===== src/rtl/pool2d_stream.sv =====
// pool2d_stream: streaming K x K pooling stage (max or average) with a fused
// row line buffer. The input is a raster stream of pixels, one per accepted
// beat, with all feature maps side by side. One pooled pixel is emitted per
// completed window, and out_last marks the final window of each frame.
//
// Ports:
//   clk        clock
//   rstn       asynchronous active-low reset
//   flush      synchronous frame abort; clears position, state and output
//   in_valid   input pixel valid
//   in_ready   block accepts a pixel this cycle
//   in_act     input pixel, channel c at [c*BITWIDTH +: BITWIDTH]
//   out_valid  pooled pixel valid
//   out_ready  downstream accepts the pooled pixel
//   out_act    pooled pixel, same channel packing as in_act
//   out_last   qualifies out_valid: last pooled pixel of the frame
module pool2d_stream #(
   parameter int BITWIDTH = 16,
   parameter int NFMAPS   = 6,
   parameter int KER_SIZE = 2,
   parameter int STRIDE   = 2,
   parameter int NW       = 28,
   parameter int NH       = 28,
   parameter int MODE     = 0
) (
   input  logic                       clk,
   input  logic                       rstn,
   input  logic                       flush,
   input  logic                       in_valid,
   output logic                       in_ready,
   input  logic [NFMAPS*BITWIDTH-1:0] in_act,
   output logic                       out_valid,
   input  logic                       out_ready,
   output logic [NFMAPS*BITWIDTH-1:0] out_act,
   output logic                       out_last
);

   localparam int PW     = NFMAPS * BITWIDTH;
   localparam int CW     = (NW > 1) ? $clog2(NW) : 1;
   localparam int RW     = (NH > 1) ? $clog2(NH) : 1;
   localparam int LOG2K  = $clog2(KER_SIZE);
   localparam int SW     = BITWIDTH + 2 * LOG2K;
   localparam int LBR    = (KER_SIZE > 1) ? KER_SIZE - 1 : 1;
   // Bottom-right corner of the last window that fits when the stride does
   // not land exactly on the image edge.
   localparam int LAST_R = KER_SIZE - 1 + ((NH - KER_SIZE) / STRIDE) * STRIDE;
   localparam int LAST_C = KER_SIZE - 1 + ((NW - KER_SIZE) / STRIDE) * STRIDE;

   typedef enum logic [1:0] {ST_IDLE, ST_FILL, ST_RUN} state_t;

   state_t          r_state, w_state_nx;
   logic [CW-1:0]   r_col;
   logic [RW-1:0]   r_row;
   logic            r_out_valid, r_out_last;
   logic [PW-1:0]   r_out_act;
   logic [PW-1:0]   r_lb  [LBR][NW];
   logic [PW-1:0]   r_win [KER_SIZE][KER_SIZE];
   logic [PW-1:0]   w_win_nx [KER_SIZE][KER_SIZE];
   logic [PW-1:0]   w_pool;
   logic            w_accept, w_col_end, w_row_end, w_frame_end, w_at_kk;
   logic            w_rows_ok, w_col_ph_ok, w_row_ph_ok, w_complete, w_is_last;

   // Single output register without a skid buffer: stall as soon as it is full.
   assign in_ready    = (!r_out_valid || out_ready) && !flush;
   assign w_accept    = in_valid && in_ready;
   assign w_col_end   = (r_col == CW'(NW - 1));
   assign w_row_end   = (r_row == RW'(NH - 1));
   assign w_frame_end = w_col_end && w_row_end;
   assign w_at_kk     = (r_row == RW'(KER_SIZE - 1)) && (r_col == CW'(KER_SIZE - 1));
   assign w_col_ph_ok = (int'(r_col) >= KER_SIZE - 1) &&
                        ((int'(r_col) - (KER_SIZE - 1)) % STRIDE == 0);
   assign w_row_ph_ok = ((int'(r_row) - (KER_SIZE - 1)) % STRIDE == 0);
   assign w_complete  = w_rows_ok && w_col_ph_ok && w_row_ph_ok;
   assign w_is_last   = (r_row == RW'(LAST_R)) && (r_col == CW'(LAST_C));

   assign out_valid = r_out_valid;
   assign out_act   = r_out_act;
   assign out_last  = r_out_last;

   // NOTE: sequential state uses non-blocking assignments so that every
   // register samples the pre-edge values, whatever the process order.
   always_ff @(posedge clk or negedge rstn) begin
      if (!rstn)      r_state <= ST_IDLE;
      else if (flush) r_state <= ST_IDLE;
      else            r_state <= w_state_nx;
   end

   // NOTE: default assignment first, so no path through the block leaves the
   // output unassigned and infers a latch.
   always_comb begin
      w_state_nx = r_state;
      if (w_accept) begin
         unique case (r_state)
            ST_IDLE: w_state_nx = w_frame_end ? ST_IDLE : (w_at_kk ? ST_RUN : ST_FILL);
            ST_FILL: w_state_nx = w_frame_end ? ST_IDLE : (w_at_kk ? ST_RUN : ST_FILL);
            ST_RUN:  w_state_nx = w_frame_end ? ST_IDLE : ST_RUN;
            default: w_state_nx = ST_IDLE;
         endcase
      end
   end

   // Rows r >= K-1 are reached exactly when RUN is entered at (K-1, K-1).
   always_comb begin
      w_rows_ok = (r_state == ST_RUN) || w_at_kk;
   end

   always_ff @(posedge clk or negedge rstn) begin
      if (!rstn) begin
         r_col <= '0;
         r_row <= '0;
      end else if (flush) begin
         r_col <= '0;
         r_row <= '0;
      end else if (w_accept) begin
         if (w_col_end) begin
            r_col <= '0;
            r_row <= w_row_end ? '0 : r_row + 1'b1;
         end else begin
            r_col <= r_col + 1'b1;
         end
      end
   end

   // Next window: shift columns left, the new right column comes from the
   // stored rows above plus the incoming pixel.
   always_comb begin
      for (int i = 0; i < KER_SIZE; i++) begin
         for (int j = 0; j < KER_SIZE - 1; j++) w_win_nx[i][j] = r_win[i][j+1];
      end
      for (int i = 0; i < KER_SIZE - 1; i++) w_win_nx[i][KER_SIZE-1] = r_lb[i][r_col];
      w_win_nx[KER_SIZE-1][KER_SIZE-1] = in_act;
   end

   // NOTE: line buffer and window are storage with no reset; their content is
   // never used before it has been written in the current frame.
   always_ff @(posedge clk) begin
      if (w_accept) begin
         for (int i = 0; i < KER_SIZE; i++)
            for (int j = 0; j < KER_SIZE; j++) r_win[i][j] <= w_win_nx[i][j];
      end
   end

   // Row i of the buffer holds image row r-(K-1)+i; each write ages the column.
   if (KER_SIZE > 1) begin : g_lb
      always_ff @(posedge clk) begin
         if (w_accept) begin
            for (int i = 0; i < KER_SIZE - 2; i++) r_lb[i][r_col] <= r_lb[i+1][r_col];
            r_lb[KER_SIZE-2][r_col] <= in_act;
         end
      end
   end

   always_comb begin
      logic signed [BITWIDTH-1:0] v_val, v_max;
      logic signed [SW-1:0]       v_sum, v_avg;
      w_pool = '0;
      v_val  = '0;
      v_max  = '0;
      v_sum  = '0;
      v_avg  = '0;
      for (int ch = 0; ch < NFMAPS; ch++) begin
         v_max = $signed(w_win_nx[0][0][ch*BITWIDTH +: BITWIDTH]);
         v_sum = '0;
         for (int i = 0; i < KER_SIZE; i++) begin
            for (int j = 0; j < KER_SIZE; j++) begin
               v_val = $signed(w_win_nx[i][j][ch*BITWIDTH +: BITWIDTH]);
               if (v_val > v_max) v_max = v_val;
               v_sum = v_sum + SW'(v_val);
            end
         end
         // Arithmetic shift floors toward -inf; the mean always fits BITWIDTH.
         v_avg = v_sum >>> (2 * LOG2K);
         w_pool[ch*BITWIDTH +: BITWIDTH] = (MODE == 1) ? v_avg[BITWIDTH-1:0] : v_max;
      end
   end

   always_ff @(posedge clk or negedge rstn) begin
      if (!rstn) begin
         r_out_valid <= 1'b0;
         r_out_act   <= '0;
         r_out_last  <= 1'b0;
      end else if (flush) begin
         r_out_valid <= 1'b0;
         r_out_last  <= 1'b0;
      end else if (w_accept && w_complete) begin
         r_out_valid <= 1'b1;
         r_out_act   <= w_pool;
         r_out_last  <= w_is_last;
      end else if (out_ready) begin
         r_out_valid <= 1'b0;
         r_out_last  <= 1'b0;
      end
   end

endmodule


===== config.mk =====
export PLATFORM = sky130hd
export DESIGN_NAME = pool2d_stream
export DESIGN_NICKNAME = d
export VERILOG_FILES = /design/src/rtl/pool2d_stream.sv
export SDC_FILE = /design/constraint.sdc
export NUM_CORES = 2
export LEC_CHECK = 0
export CORE_ASPECT_RATIO = 0.5
export CORE_MARGIN = 8
export CORE_UTILIZATION = 30
export CTS_BUF_LIST = sky130_fd_sc_hd__clkbuf_4 sky130_fd_sc_hd__clkbuf_8
export DETAILED_ROUTE_END_ITERATION = 12
export PLACE_DENSITY = 0.5
export SETUP_SLACK_MARGIN = 0.15
export SLEW_MARGIN = 10
export SYNTH_ARGS = -nofsm -noshare
export SYNTH_HDL_FRONTEND = slang
export SYNTH_SLANG_ARGS = --single-unit

===== constraint.sdc =====
create_clock -name clk -period 18.5 [get_ports clk]
set_clock_uncertainty 0.2 [all_clocks]
set_input_delay 3.7 -clock clk [delete_from_list [all_inputs] [get_ports clk]]
set_output_delay 3.7 -clock clk [all_outputs]
set_load 0.005 [all_outputs]

==> flow_summary.toml <==
[outcome]
outcome = "finished clean"

[detailed_routing]
vias = 63593
dr.pass1.iters = 7
wl_um = 346500
drt_drc_violations_left = 0
wire_per_inst_um = 27.31
vias_per_cell = 5.011
drtIter0Drc = 6148
ant_nets = 0

[global_route]
grt_usage_pct = 15.51
grt_remaining_overflow = 0
grt_max_degree = 86
antenna_found_initial = 20
grt_pass1_wl_um = 493000
grt_pass1_vias = 66520

[clock_network]
clock_sinks = 2990
holdBufCountCts = 0
clk_path_buf_depth = 4
post_cts_buffers = 0
ctsResizeCount = 0
cts_buffers = 458
cts_tree = "built"
cts.htree.levels = 5
root_buffer = "clkbuf_8"
clk_latency_ps = 1060
cts.clk_slew.worst_paths_ps = 60

[sta]
period_minus_slack_ps = 12330
max_freq_mhz = 81.09
relSlewSlack_pct = 18.23
slew_viol_final = 0
setup_violations = 0
rsz0062_at_grt = "no"
tns_ps = 0
tightestPinTransition_ps = 1223
setup_ws_ps = 6168
final_hold_viol_count = 0
post-route-period-util_pct = 66.66

[worst_setup_path]
r2r_cells = 36
crit_family = "compound AO/OA/AOI/OAI gates"
critPathArrivalTime_ps = 13050
crit_type = "reg -> reg"
path_depth = 36
cp-end-kind = "flip-flop"
cp-start-kind = "flip-flop"
cp_slowest_stage_delay_ps = 1080
critPathBufInv = 3
required_ps = 19220
timing.critical_path.fanout_max = 54
slowest_stage = "dfrtp_4"

[yosys]
syn_avg_cell_area_um2 = 19.69
synthCells = 6271
ys_seq_elements = 2990
netlist_area_um2 = 123500
async_flop_share_pct = 3.679
synth_cell_type_count = 96
synth_fp_nets = 6655
synth-main-ff-cell = "edfxtp_1"
yosysSeqAreaShare_pct = 72.27
synth_edf_count = 2880
synth_warnings = 0

[min_path]
hold_class = "reg -> reg"
holdPathStages = 1

[job]
drv_cap = 0

[floorplanning]
core_area_um2 = 409400
die_area_um2 = 433600
initial_core_util_pct = 30.16
num_rows = 166
dieHeight_um = 469.7
die_x_um = 923.3
pin_count = 200

[place]
place.gp.congestion = 0.7930
dp_worst_setup_slack_ps = 6186
dp_hpwl_um = 186500
io_buffer_count = 199

[power]
max-vdd-ir-drop_mv = 0.05149
p_leak_uw = 0.04531
power.density_nw_per_um2 = 104.9

[finish]
drive_gt1_share_pct = 25.63
final_nets = 7237
utilization_pct = 34.58
area_growth_pct = 14.66
-- registers in the layout (all words and copies together) (netlist names) --
name / cells
r_win: 192
out_valid: 1
out_act: 96
r_lb: 2688
r_state: 2
out_last: 1
r_row: 5
r_col: 5
-- kinds of logic after synthesis --
group	count (synthesis)	synth area share [%]
compound gates	704	3.733
xor+xnor	10	0.07702
fa+ha+maj	286	2.893
buf+inv	501	1.926
flops	2990	72.27
mux	1055	16.26
simple gates	725	2.840
-- routing by layer --
| layer | share of wire (%) | routed length, um | vias to the layer above | global-route usage (%) |
|---|---|---|---|---|
| met5 | 0 | 0 | - | 0 |
| met4 | 2.7 | 9198 | 0 | 4.419 |
| met3 | 5.2 | 17930 | 553 | 2.467 |
| met2 | 48 | 167400 | 1845 | 25.76 |
| met1 | 44 | 152100 | 34113 | 21.01 |
| li1 | - | - | 27082 | - |
-- area by class of cell --
type / count / area, um^2
sequential: 2990 / 89250
timing repair buffer: 418 / 3782
tap: 5460 / 6832
multi-input combinational: 2780 / 32100
antenna: 7 / 17.52
clock inverter: 219 / 1318
fill: 38404 / 267800
clock buffer: 611 / 7483
inverter: 205 / 784.5
-- final timing paths --
path	slack, ps	startpoint	to
worst max-delay path	6170	r_col[1]$_DFFE_PN0P_	out_act[88]$_DFFE_PN0P_
worst min-delay path	290	out_act[1]$_DFFE_PN0P_	out_act[1]$_DFFE_PN0P_
worst max register to register	6170	r_col[1]$_DFFE_PN0P_	out_act[88]$_DFFE_PN0P_
max in group asynchronous	14270	rstn	out_act[92]$_DFFE_PN0P_
worst min register to register	290	out_act[1]$_DFFE_PN0P_	out_act[1]$_DFFE_PN0P_
min in group asynchronous	2530	rstn	out_act[18]$_DFFE_PN0P_
-- power by group --
group          switching, uW  total [uW]  internal (uW)
combinational           1110        1920            814
clock                   2630        5410           2790
sequential              31.5        7520           7490
total                   3770       14900          11100
-- metrics by stage --
stage	power [uW]	instance area [um^2]	instances	hold WS, ps
after global placement	9597	132700	11852	273.7
after floorplan	9019	123500	6271	250.8
after global routing	15470	141600	12689	314.4
after CTS	15030	141500	12682	289.1
final	14860	141600	12690	293.4
after detailed placement	9599	132700	11852	280.9
-- cells in the mapped netlist, types with 20 or more instances --
| cell type | count | share of area, % |
|---|---|---|
| edfxtp_1 | 2880 | 70 |
| mux4_2 | 724 | 13 |
| ha_1 | 283 | 2.9 |
| nand2_1 | 240 | 0.73 |
| inv_1 | 201 | 0.61 |
| a21oi_1 | 181 | 0.73 |
| mux2i_1 | 180 | 1.5 |
| o21ai_0 | 165 | 0.67 |
| nor2_1 | 155 | 0.47 |
| clkbuf_1 | 138 | 0.42 |
| mux2_2 | 113 | 1.0 |
| dfrtp_1 | 110 | 2.2 |
| nand3_1 | 89 | 0.36 |
| buf_2 | 65 | 0.26 |
| o211ai_1 | 60 | 0.36 |
| a21o_1 | 53 | 0.32 |
| nand4_1 | 49 | 0.25 |
| and3_1 | 42 | 0.21 |
| buf_4 | 41 | 0.25 |
| o21a_1 | 39 | 0.24 |
| a31oi_1 | 36 | 0.18 |
| nor2b_1 | 35 | 0.18 |
| nor3_1 | 32 | 0.13 |
| buf_6 | 27 | 0.25 |
| buf_1 | 20 | 0.061 |
-- placed cells by master, fill, tap and decap left out, types with 42 or more instances in the layout --
master,instances
clkinv_1,139
ha_1,283
o211ai_1,60
nand2_1,240
and3_1,42
a21oi_1,181
o21ai_0,162
nand4_1,49
edfxtp_1,2880
clkinv_2,50
mux2_2,113
mux4_2,724
nor2_1,135
clkbuf_4,148
nand3_1,89
dfrtp_1,105
a21o_1,53
clkbuf_8,463
buf_4,207
mux2i_1,179
clkdlybuf4s50_1,197
inv_1,199
-- worst reg2reg max path, delay by kind of cell, from the launching register on --
kind                       cells  cell delay [ps]
DFF                            1             1080
adders and majority gates      3              900
AOI/OAI and AO/OA             20             5120
buffers and inverters          3             1800
muxes                          4             1540
and+or+nand+nor                6             1570
(Power assumes the default switching activity.)
